[config.mk]
export PLATFORM = sky130hd
export DESIGN_NAME = ext_spike_router_flat
export DESIGN_NICKNAME = d
export VERILOG_FILES = /design/src/rtl/ext_spike_router_if.sv /design/src/rtl/ext_spike_router.sv /design/src/flat_wrapper.sv
export SDC_FILE = /design/constraint.sdc
export NUM_CORES = 1
export LEC_CHECK = 0
export CAP_MARGIN = 25
export CORE_MARGIN = 5
export CORE_UTILIZATION = 39
export CTS_CLUSTER_SIZE = 25
export DETAILED_ROUTE_END_ITERATION = 8
export GPL_TIMING_DRIVEN = 0
export PLACE_DENSITY = 0.77
export SLEW_MARGIN = 20
export SYNTH_ARGS = -nofsm -noshare
export SYNTH_HDL_FRONTEND = slang
export SYNTH_SLANG_ARGS = --single-unit
[constraint.sdc]
create_clock -name clk -period 1.2 [get_ports clk]
set_input_delay 0.24 -clock clk [delete_from_list [all_inputs] [get_ports clk]]
set_output_delay 0.24 -clock clk [all_outputs]
set_load 0.05 [all_outputs]
[src/rtl/ext_spike_router_if.sv]
// Spike router bus: neuron levels and external stimulus in, merged per-row
// spike stream and sticky overflow out.
interface ext_spike_router_if #(
  parameter int NUM_SYNAPSE_ROWS = 2,
  parameter int NUM_COLS         = 2,
  parameter int ADDR_WIDTH       = 6
);
  logic [NUM_COLS-1:0]                    spike_input;
  logic [NUM_SYNAPSE_ROWS-1:0]            ext_valid;
  logic [NUM_SYNAPSE_ROWS*ADDR_WIDTH-1:0] ext_addr;
  logic [NUM_SYNAPSE_ROWS-1:0]            out_valid;
  logic [NUM_SYNAPSE_ROWS*ADDR_WIDTH-1:0] out_addr;
  logic                                   overflow;

  modport master (
    output spike_input, ext_valid, ext_addr,
    input  out_valid, out_addr, overflow
  );

  modport slave (
    input  spike_input, ext_valid, ext_addr,
    output out_valid, out_addr, overflow
  );
endinterface

[src/rtl/ext_spike_router.sv]
// Merges external stimulus and edge-detected neuron spikes into one spike
// stream per synapse row; external stimulus wins, neuron spikes queue per row.
module ext_spike_router #(
  parameter int NUM_SYNAPSE_ROWS = 2,
  parameter int NUM_COLS         = 2,
  parameter int ADDR_WIDTH       = 6,
  parameter int NEURON_ADDR_BASE = 0
) (
  input  logic               clk,
  input  logic               reset,
  ext_spike_router_if.slave  bus
);

  logic [NUM_COLS-1:0]                        spike_prev;
  logic [NUM_COLS-1:0]                        spike_event;
  logic [NUM_SYNAPSE_ROWS-1:0][NUM_COLS-1:0]  pending;
  logic [NUM_SYNAPSE_ROWS-1:0][NUM_COLS-1:0]  pending_nxt;
  logic [NUM_SYNAPSE_ROWS-1:0][NUM_COLS-1:0]  cand;
  logic [NUM_SYNAPSE_ROWS-1:0][NUM_COLS-1:0]  grant;
  logic [NUM_COLS-1:0]                        pending_any;
  logic [NUM_SYNAPSE_ROWS-1:0]                valid_q;
  logic [NUM_SYNAPSE_ROWS-1:0]                valid_nxt;
  logic [NUM_SYNAPSE_ROWS*ADDR_WIDTH-1:0]     addr_q;
  logic [NUM_SYNAPSE_ROWS*ADDR_WIDTH-1:0]     addr_nxt;
  logic                                       overflow_q;
  logic                                       merge;

  assign spike_event = bus.spike_input & ~spike_prev;

  // A new event landing on a column still pending in any row collapses two
  // spikes into one delivery, including the cycle that bit is being granted.
  always_comb begin
    pending_any = '0;
    for (int r = 0; r < NUM_SYNAPSE_ROWS; r++) begin
      pending_any = pending_any | pending[r];
    end
  end

  assign merge = |(spike_event & pending_any);

  // NOTE: every signal assigned here gets a default first, so no path leaves
  // a value unassigned and no latch can be inferred.
  always_comb begin
    cand        = '0;
    grant       = '0;
    pending_nxt = '0;
    valid_nxt   = '0;
    addr_nxt    = '0;
    for (int r = 0; r < NUM_SYNAPSE_ROWS; r++) begin
      cand[r]        = pending[r] | spike_event;
      pending_nxt[r] = cand[r];
      if (bus.ext_valid[r]) begin
        valid_nxt[r]                         = 1'b1;
        addr_nxt[r*ADDR_WIDTH +: ADDR_WIDTH] = bus.ext_addr[r*ADDR_WIDTH +: ADDR_WIDTH];
      end else if (|cand[r]) begin
        // Isolate the lowest set bit: ascending column index wins.
        grant[r]       = cand[r] & (~cand[r] + NUM_COLS'(1));
        pending_nxt[r] = cand[r] & ~grant[r];
        valid_nxt[r]   = 1'b1;
        for (int c = 0; c < NUM_COLS; c++) begin
          if (grant[r][c]) begin
            addr_nxt[r*ADDR_WIDTH +: ADDR_WIDTH] = ADDR_WIDTH'(NEURON_ADDR_BASE + c);
          end
        end
      end
    end
  end

  // NOTE: sequential state uses non-blocking assignments so every flop samples
  // the pre-edge values regardless of statement order.
  always_ff @(posedge clk or posedge reset) begin
    if (reset) begin
      // NOTE: the pending matrix is a small flop array, not RAM, so it is
      // reset with everything else; queued spikes must not survive a reset.
      spike_prev <= '0;
      pending    <= '0;
      valid_q    <= '0;
      addr_q     <= '0;
      overflow_q <= 1'b0;
    end else begin
      spike_prev <= bus.spike_input;
      pending    <= pending_nxt;
      valid_q    <= valid_nxt;
      addr_q     <= addr_nxt;
      overflow_q <= overflow_q | merge;
    end
  end

  assign bus.out_valid = valid_q;
  assign bus.out_addr  = addr_q;
  assign bus.overflow  = overflow_q;

endmodule

[src/flat_wrapper.sv]
// flat-port wrapper written by rule: the top's interface ports become plain ports
module ext_spike_router_flat 
#(
  parameter int NUM_SYNAPSE_ROWS = 2,
  parameter int NUM_COLS         = 2,
  parameter int ADDR_WIDTH       = 6,
  parameter int NEURON_ADDR_BASE = 0
)
  (clk, reset, bus_spike_input, bus_ext_valid, bus_ext_addr, bus_out_valid, bus_out_addr, bus_overflow);
  ext_spike_router_if #(.NUM_SYNAPSE_ROWS(NUM_SYNAPSE_ROWS), .NUM_COLS(NUM_COLS), .ADDR_WIDTH(ADDR_WIDTH)) bus_i ();
  input  logic clk;
  input  logic reset;
  input wire logic [$bits(bus_i.spike_input)-1:0] bus_spike_input;
  input wire logic [$bits(bus_i.ext_valid)-1:0] bus_ext_valid;
  input wire logic [$bits(bus_i.ext_addr)-1:0] bus_ext_addr;
  output wire logic [$bits(bus_i.out_valid)-1:0] bus_out_valid;
  output wire logic [$bits(bus_i.out_addr)-1:0] bus_out_addr;
  output wire logic [$bits(bus_i.overflow)-1:0] bus_overflow;
  assign bus_i.spike_input = bus_spike_input;
  assign bus_i.ext_valid = bus_ext_valid;
  assign bus_i.ext_addr = bus_ext_addr;
  assign bus_out_valid = bus_i.out_valid;
  assign bus_out_addr = bus_i.out_addr;
  assign bus_overflow = bus_i.overflow;
  ext_spike_router #(.NUM_SYNAPSE_ROWS(NUM_SYNAPSE_ROWS), .NUM_COLS(NUM_COLS), .ADDR_WIDTH(ADDR_WIDTH), .NEURON_ADDR_BASE(NEURON_ADDR_BASE)) u_core (.clk(clk), .reset(reset), .bus(bus_i));
endmodule
==> results of run 1 <==
[synth_stat cells]
library cell / count / area (µm²)
nor2b_4: 1 / 13.8
nand3b_1: 1 / 7.51
nand2_1: 4 / 15.0
nor2_1: 4 / 15.0
o21ai_0: 1 / 5.00
o21a_1: 2 / 15.0
and2_1: 10 / 62.6
dfrtp_1: 21 / 526
nor3_1: 2 / 10.0
inv_1: 1 / 3.75
o21ai_1: 1 / 5.00
o41ai_2: 2 / 32.5
nor2b_2: 1 / 8.76
[kinds of logic (layout without fill, tap and decap cells)]
family	Yosys count	after routing	synth area share, %
buffers and inverters	1	37	0.521
AO/OA/AOI/OAI	6	6	8.00
flip-flops	21	21	73.0
AND/OR/NAND/NOR	23	23	18.4
[worst paths after layout]
check / to / startpoint / cells after the start
max in group asynchronous: u_core.bus.out_addr[7] / reset / 2
min reg2reg: u_core.bus.overflow / u_core.bus.overflow / 1
max: bus_out_addr[2] / u_core.bus.out_addr[2] / 1
max reg2reg: u_core.bus.out_addr[0] / u_core.spike_prev[1] / 3
min in group clk: u_core.spike_prev[1] / bus_spike_input[1] / 1
min: u_core.bus.out_addr[8] / reset / 2
[stage by stage]
| stage | util (%) | TNS (ns) | setup WS (ns) |
|---|---|---|---|
| 6_report | 58.7 | 0 | 0.0597 |
| 5_1_grt | 58.7 | 0 | 0.00734 |
| 3_5_place_dp | 61.4 | -3.22 | -0.174 |
| 2_1_floorplan | - | 0 | 0.311 |
| 4_1_cts | 58.9 | -0.0696 | -0.0696 |
| 3_3_place_gp | 61.4 | -3.04 | -0.173 |
[state kept, by name, summed over array words and instances (netlist names)]
register and count:
u_core.pending 4, u_core.bus.out_addr 12, u_core.bus.out_valid 2, u_core.bus.overflow 1
u_core.spike_prev 2
[layout make-up]
cell class | count | area [µm²]
Fill cell | 156 | 721
Sequential cell | 21 | 526
Timing Repair Buffer | 32 | 248
Multi-Input combinational cell | 29 | 190
Tap cell | 25 | 31.3
Clock buffer | 4 | 26.3
Inverter | 1 | 3.75
[layer usage]
metal	share of wire, %	GRT usage, %	routed length [µm]
met1	40	14.5	561
met2	49	19.4	691
met3	10	3.94	147
met4	0.85	5.11	12
met5	0	0	0
[repair_timing]
item | in CTS | in global routing
setup endpoints to repair | 15 | 2
endpoints found under the hold margin | 0 | 0
gates resized for setup | 73 | 3
setup buffers | 0 | 0
[power by group through the flow]
stage | logic [W] | clock network, W | registers [W]
detailed placement | 0.000298 | 0 | 0.000785
finish | 0.000268 | 0.000312 | 0.000769
global placement | 0.000294 | 0 | 0.000783
floorplan | 0.0000609 | 0 | 0.000887
global route | 0.000289 | 0.000365 | 0.000774
CTS | 0.000274 | 0.000328 | 0.000769
[layout by cell type, fill, tap and decap left out]
cell	count
dfrtp_1	21
clkdlybuf4s50_1	17
buf_2	14
and2_1	10
nor2_1	4
nand2_1	4
clkbuf_4	4
o41ai_2	2
o21a_1	2
nor3_1	2
nor2b_4	1
nor2b_2	1
o21ai_1	1
o21ai_0	1
nand3b_1	1
inv_1	1
clkbuf_1	1
==> results.tsv, run 1 <==
stage	metric	value	unit
finish	antenna_cells	0	
synthesis	synthCells	51	
drt	vias_per_cell	4.40	
power_and_ir_drop	ir_drop	0.707	mV
global_route	grt_pass1_vias	509	
drt	wl_per_cell	12.6	µm
placed_design	port_buffers	32	
sta	finalClockSkew	0.00128	ns
synthesis	netlist_area	719	µm²
synthesis	avgSynthCellArea	14.1	µm²
sta	finalSetupViolCount	0	
global_route	grt_pass1_wl	2380	µm
power_and_ir_drop	pwr_density_cell	1320	nW/µm²
drt	detail_route.iter0.violations	3	
finish	final_cell_area	1020	µm²
synthesis	yosysSeqAreaShare	73.0	%
synthesis	synth_seq_cells	21	
sta	worstMarginPinSlew	0.732	ns
global_route	grt_max_degree	22	
clock_tree	root_buffer	clkbuf_4	
flow_run	maxCapViolCount	0	
setup_path	cp-start-kind	flop	
clock_tree	cts_tree	yes	
sta	maxSlewViolCount	0	
die	initial_utilization	41.2	%
finish	final_cells	112	
power_and_ir_drop	switching_power	0.000372	W
clock_tree	clk_path_buf_depth	2	
power_and_ir_drop	p_int	0.000977	W
sta	period_share	95.0	%
clock_tree	numCtsBuffers	3	
placed_design	place_area	1070	µm²
sta	finalHoldWorstSlack	0.383	ns
setup_path	crit_path_max_incr_delay	0.35	ns
clock_tree	h-tree-depth	1	
global_route	grtUsageTotal	12.0	%
power_and_ir_drop	total_power	0.00135	W
drt	drc	0	
finish	fin_nets	106	
clock_tree	numClockSinks	21	
global_route	overflow	0	
synthesis	synth_nets	69	
setup_path	end_kind	output pin	
drt	drt_wl_total	1410	µm
placed_design	gp_congestion	0.656	
placed_design	hpwl	1060	µm
setup_path	cp.required	0.96	ns
setup_path	critPathKind	reg -> out	
die	die_w	53.0	µm
die	die_area	2800	µm²
sta	slew_headroom	51.1	%
setup_path	arrival	0.90	ns
die	rows	15	
setup_path	crit_family	flip-flops	
power_and_ir_drop	p_leak	0.483	nW
power_and_ir_drop	power.share.switching	27.6	%
die	die_h	53.0	µm
sta	finalHoldViolCount	0	
setup_path	cp_slowest_cell	dfrtp_1	
sta	clock.fmax	0.877	GHz
clock_tree	clkLatencyLatePin	0.29	ns
setup_path	r2r_slack	0.28	ns
clock_tree	cts.clk_slew.worst_paths	0.10	ns
clock_tree	cts_hold_buffers	0	
finish	syn_to_final_growth	42.4	%
placed_design	place_inst	108	
global_route	antenna_found_initial	0	
finish	drive_gt1_share	25.3	%
sta	period_needed	1.14	ns
drt	vias	493	
worst_hold_path	hp-class	in -> async	
synthesis	synth_cell_types	13	
drt	firstDrtPassIters	4	
die	pin_count	33	
status	status	complete, no violations	
drt	ant_nets	0	
die	core_area	1750	µm²
power_and_ir_drop	p_clk_share	23.1	%
power_and_ir_drop	pwr-share-comb	19.9	%
setup_path	crit_buf_inv	1	
synthesis	ys.warnings.count	0	
setup_path	path_cells	buf_2	
power_and_ir_drop	power_frac_seq	57.0	%
sta	rsz0062_at_grt	false	
setup_path	path_max_fanout	1	
(Power assumes the default switching activity.)
==> inputs of run 2 (changes only) <==
CTS_CLUSTER_DIAMETER = 30   (was default)
==> results of run 2 <==
Final layout, timing and power as in run 1 (identical DEF).
==> inputs of run 3 (changes only) <==
CELL_PAD_IN_SITES_DETAIL_PLACEMENT = 1   (was default)
CELL_PAD_IN_SITES_GLOBAL_PLACEMENT = 1   (was default)
CORE_UTILIZATION = 30   (was 39)
==> results.tsv, run 3 (same netlist as run 1, synthesis figures left out) <==
stage	metric	value	unit
status	status	complete, no violations	
clock_tree	postCtsResizedCells	76	
power_and_ir_drop	switching_power	0.000394	W
finish	largest_reg_flops	12	
drt	ant_nets	0	
clock_tree	cts_hold_buffers	0	
sta	finalHoldWorstSlack	0.361	ns
sta	finalSetupViolCount	0	
placed_design	place_inst	111	
finish	final_common_cell	dfrtp_1	
power_and_ir_drop	ir_drop	0.581	mV
setup_path	path_cells	buf_2	
flow_run	maxCapViolCount	0	
setup_path	path_max_fanout	1	
power_and_ir_drop	p_clk_share	24.2	%
die	pin_count	33	
global_route	grtUsageTotal	10.4	%
die	initial_utilization	31.9	%
placed_design	hpwl	1310	µm
die	core_area	2250	µm²
sta	finalClockSkew	0.00366	ns
power_and_ir_drop	p_leak	0.483	nW
drt	drc	0	
placed_design	gp_congestion	0.633	
power_and_ir_drop	p_int	0.000978	W
worst_hold_path	hp-class	in -> async	
finish	fin_nets	106	
setup_path	end_kind	output pin	
drt	detail_route.iter0.violations	0	
setup_path	rr_worst_depth	3	
sta	slew_headroom	49.7	%
clock_tree	clkLatencyLatePin	0.30	ns
sta	period_share	95.1	%
global_route	grt_use_met1	10.1	%
placed_design	port_buffers	32	
power_and_ir_drop	power_frac_seq	56.1	%
finish	mostFrequentLayoutCells	21 x dfrtp_1, 17 x clkdlybuf4s50_1, 14 x buf_2, 10 x and2_1	
sta	maxSlewViolCount	0	
global_route	gr-usage-met3	2.18	%
global_route	grt_pass1_vias	616	
die	die_area	3480	µm²
clock_tree	cts_tree	yes	
global_route	overflow	0	
global_route	grt.busiest_layer	met2	
finish	syn_to_final_growth	43.0	%
drt	vias	521	
die	die_h	59.0	µm
clock_tree	numClockSinks	21	
clock_tree	numCtsBuffers	3	
setup_path	crit_family	flip-flops	
global_route	grt_max_degree	22	
die	die_w	59.0	µm
setup_path	cp_slowest_cell	dfrtp_1	
drt	drt_wl_total	1620	µm
setup_path	cp.required	0.96	ns
setup_path	arrival	0.90	ns
drt	firstDrtPassIters	1	
global_route	antenna_found_initial	0	
setup_path	startpoint	u_core.bus.out_addr[6]	
setup_path	r2r_start	u_core.spike_prev[1]	
sta	period_needed	1.14	ns
setup_path	crit_path_max_incr_delay	0.35	ns
clock_tree	root_buffer	clkbuf_4	
sta	rsz0062_at_grt	false	
power_and_ir_drop	power.share.switching	28.7	%
finish	drive_gt1_share	25.3	%
finish	antenna_cells	0	
power_and_ir_drop	pwr_density_cell	1330	nW/µm²
clock_tree	cts.clk_slew.worst_paths	0.11	ns
finish	final_cells	115	
setup_path	cp-start-kind	flop	
sta	finalHoldViolCount	0	
clock_tree	h-tree-depth	1	
global_route	grt_pass1_wl	2680	µm
setup_path	reg2reg_to	u_core.bus.out_addr[6]	
power_and_ir_drop	pwr-share-comb	19.6	%
sta	worstMarginPinSlew	0.754	ns
drt	wl_per_cell	14.0	µm
clock_tree	cts_setup_buffers	0	
sta	finalSetupTns	0	ns
drt	vias_per_cell	4.53	
sta	clock.fmax	0.876	GHz
setup_path	r2r_slack	0.25	ns
global_route	grtUsageMet2	19.4	%
setup_path	crit_buf_inv	1	
die	rows	17	
clock_tree	clk_path_buf_depth	2	
setup_path	critPathKind	reg -> out	
run 3: changes by cell type in the layout (fill, tap and decap cells not counted), sizes merged:
cell,delta
buf,+1
clkbuf,-1
run 3: per-stage QoR:
stage                     total power [W]  setup slack [ns]  util [%]  cell area, µm²
after floorplan                  0.000948             0.311         -             719
after global placement            0.00108            -0.185      47.7            1070
after detailed placement          0.00109            -0.209      47.7            1070
after CTS                         0.00140            0.0345      45.6            1030
after global routing              0.00143           0.00532      45.6            1030
final                             0.00137            0.0591      45.6            1030
run 3: power groups by stage:
stage | sequential, W | combinational (W) | clock [W]
after floorplan | 0.000887 | 0.0000609 | 0
final | 0.000770 | 0.000269 | 0.000333
after CTS | 0.000771 | 0.000276 | 0.000350
after global placement | 0.000783 | 0.000295 | 0
after detailed placement | 0.000786 | 0.000302 | 0
after global routing | 0.000776 | 0.000289 | 0.000366
run 3: cell type report:
| cell class | instances | area, µm² |
|---|---|---|
| Tap cell | 28 | 35.0 |
| Timing Repair Buffer | 32 | 248 |
| Clock buffer | 4 | 26.3 |
| Inverter | 1 | 3.75 |
| Multi-Input combinational cell | 29 | 190 |
| Sequential cell | 21 | 526 |
| Fill cell | 261 | 1230 |
run 3: worst max path at each step:
stage | end | slack [ns] | cells after the start
3_3_place_gp | bus_overflow | -0.19 | 1
6_report | bus_out_addr[6] | 0.06 | 1
2_1_floorplan | u_core.bus.overflow | 0.31 | 1
3_5_place_dp | bus_overflow | -0.21 | 1
4_1_cts | bus_out_addr[10] | 0.03 | 1
5_1_grt | bus_out_addr[8] | 0.005 | 1
run 3: layer usage:
metal | up-vias | wire (µm) | part of all wire [%]
met1 | 256 | 529 | 33
met2 | 22 | 900 | 56
met3 | 5 | 137 | 8.5
met5 | - | 0 | 0
li1 | 238 | - | -
met4 | 0 | 47 | 2.9
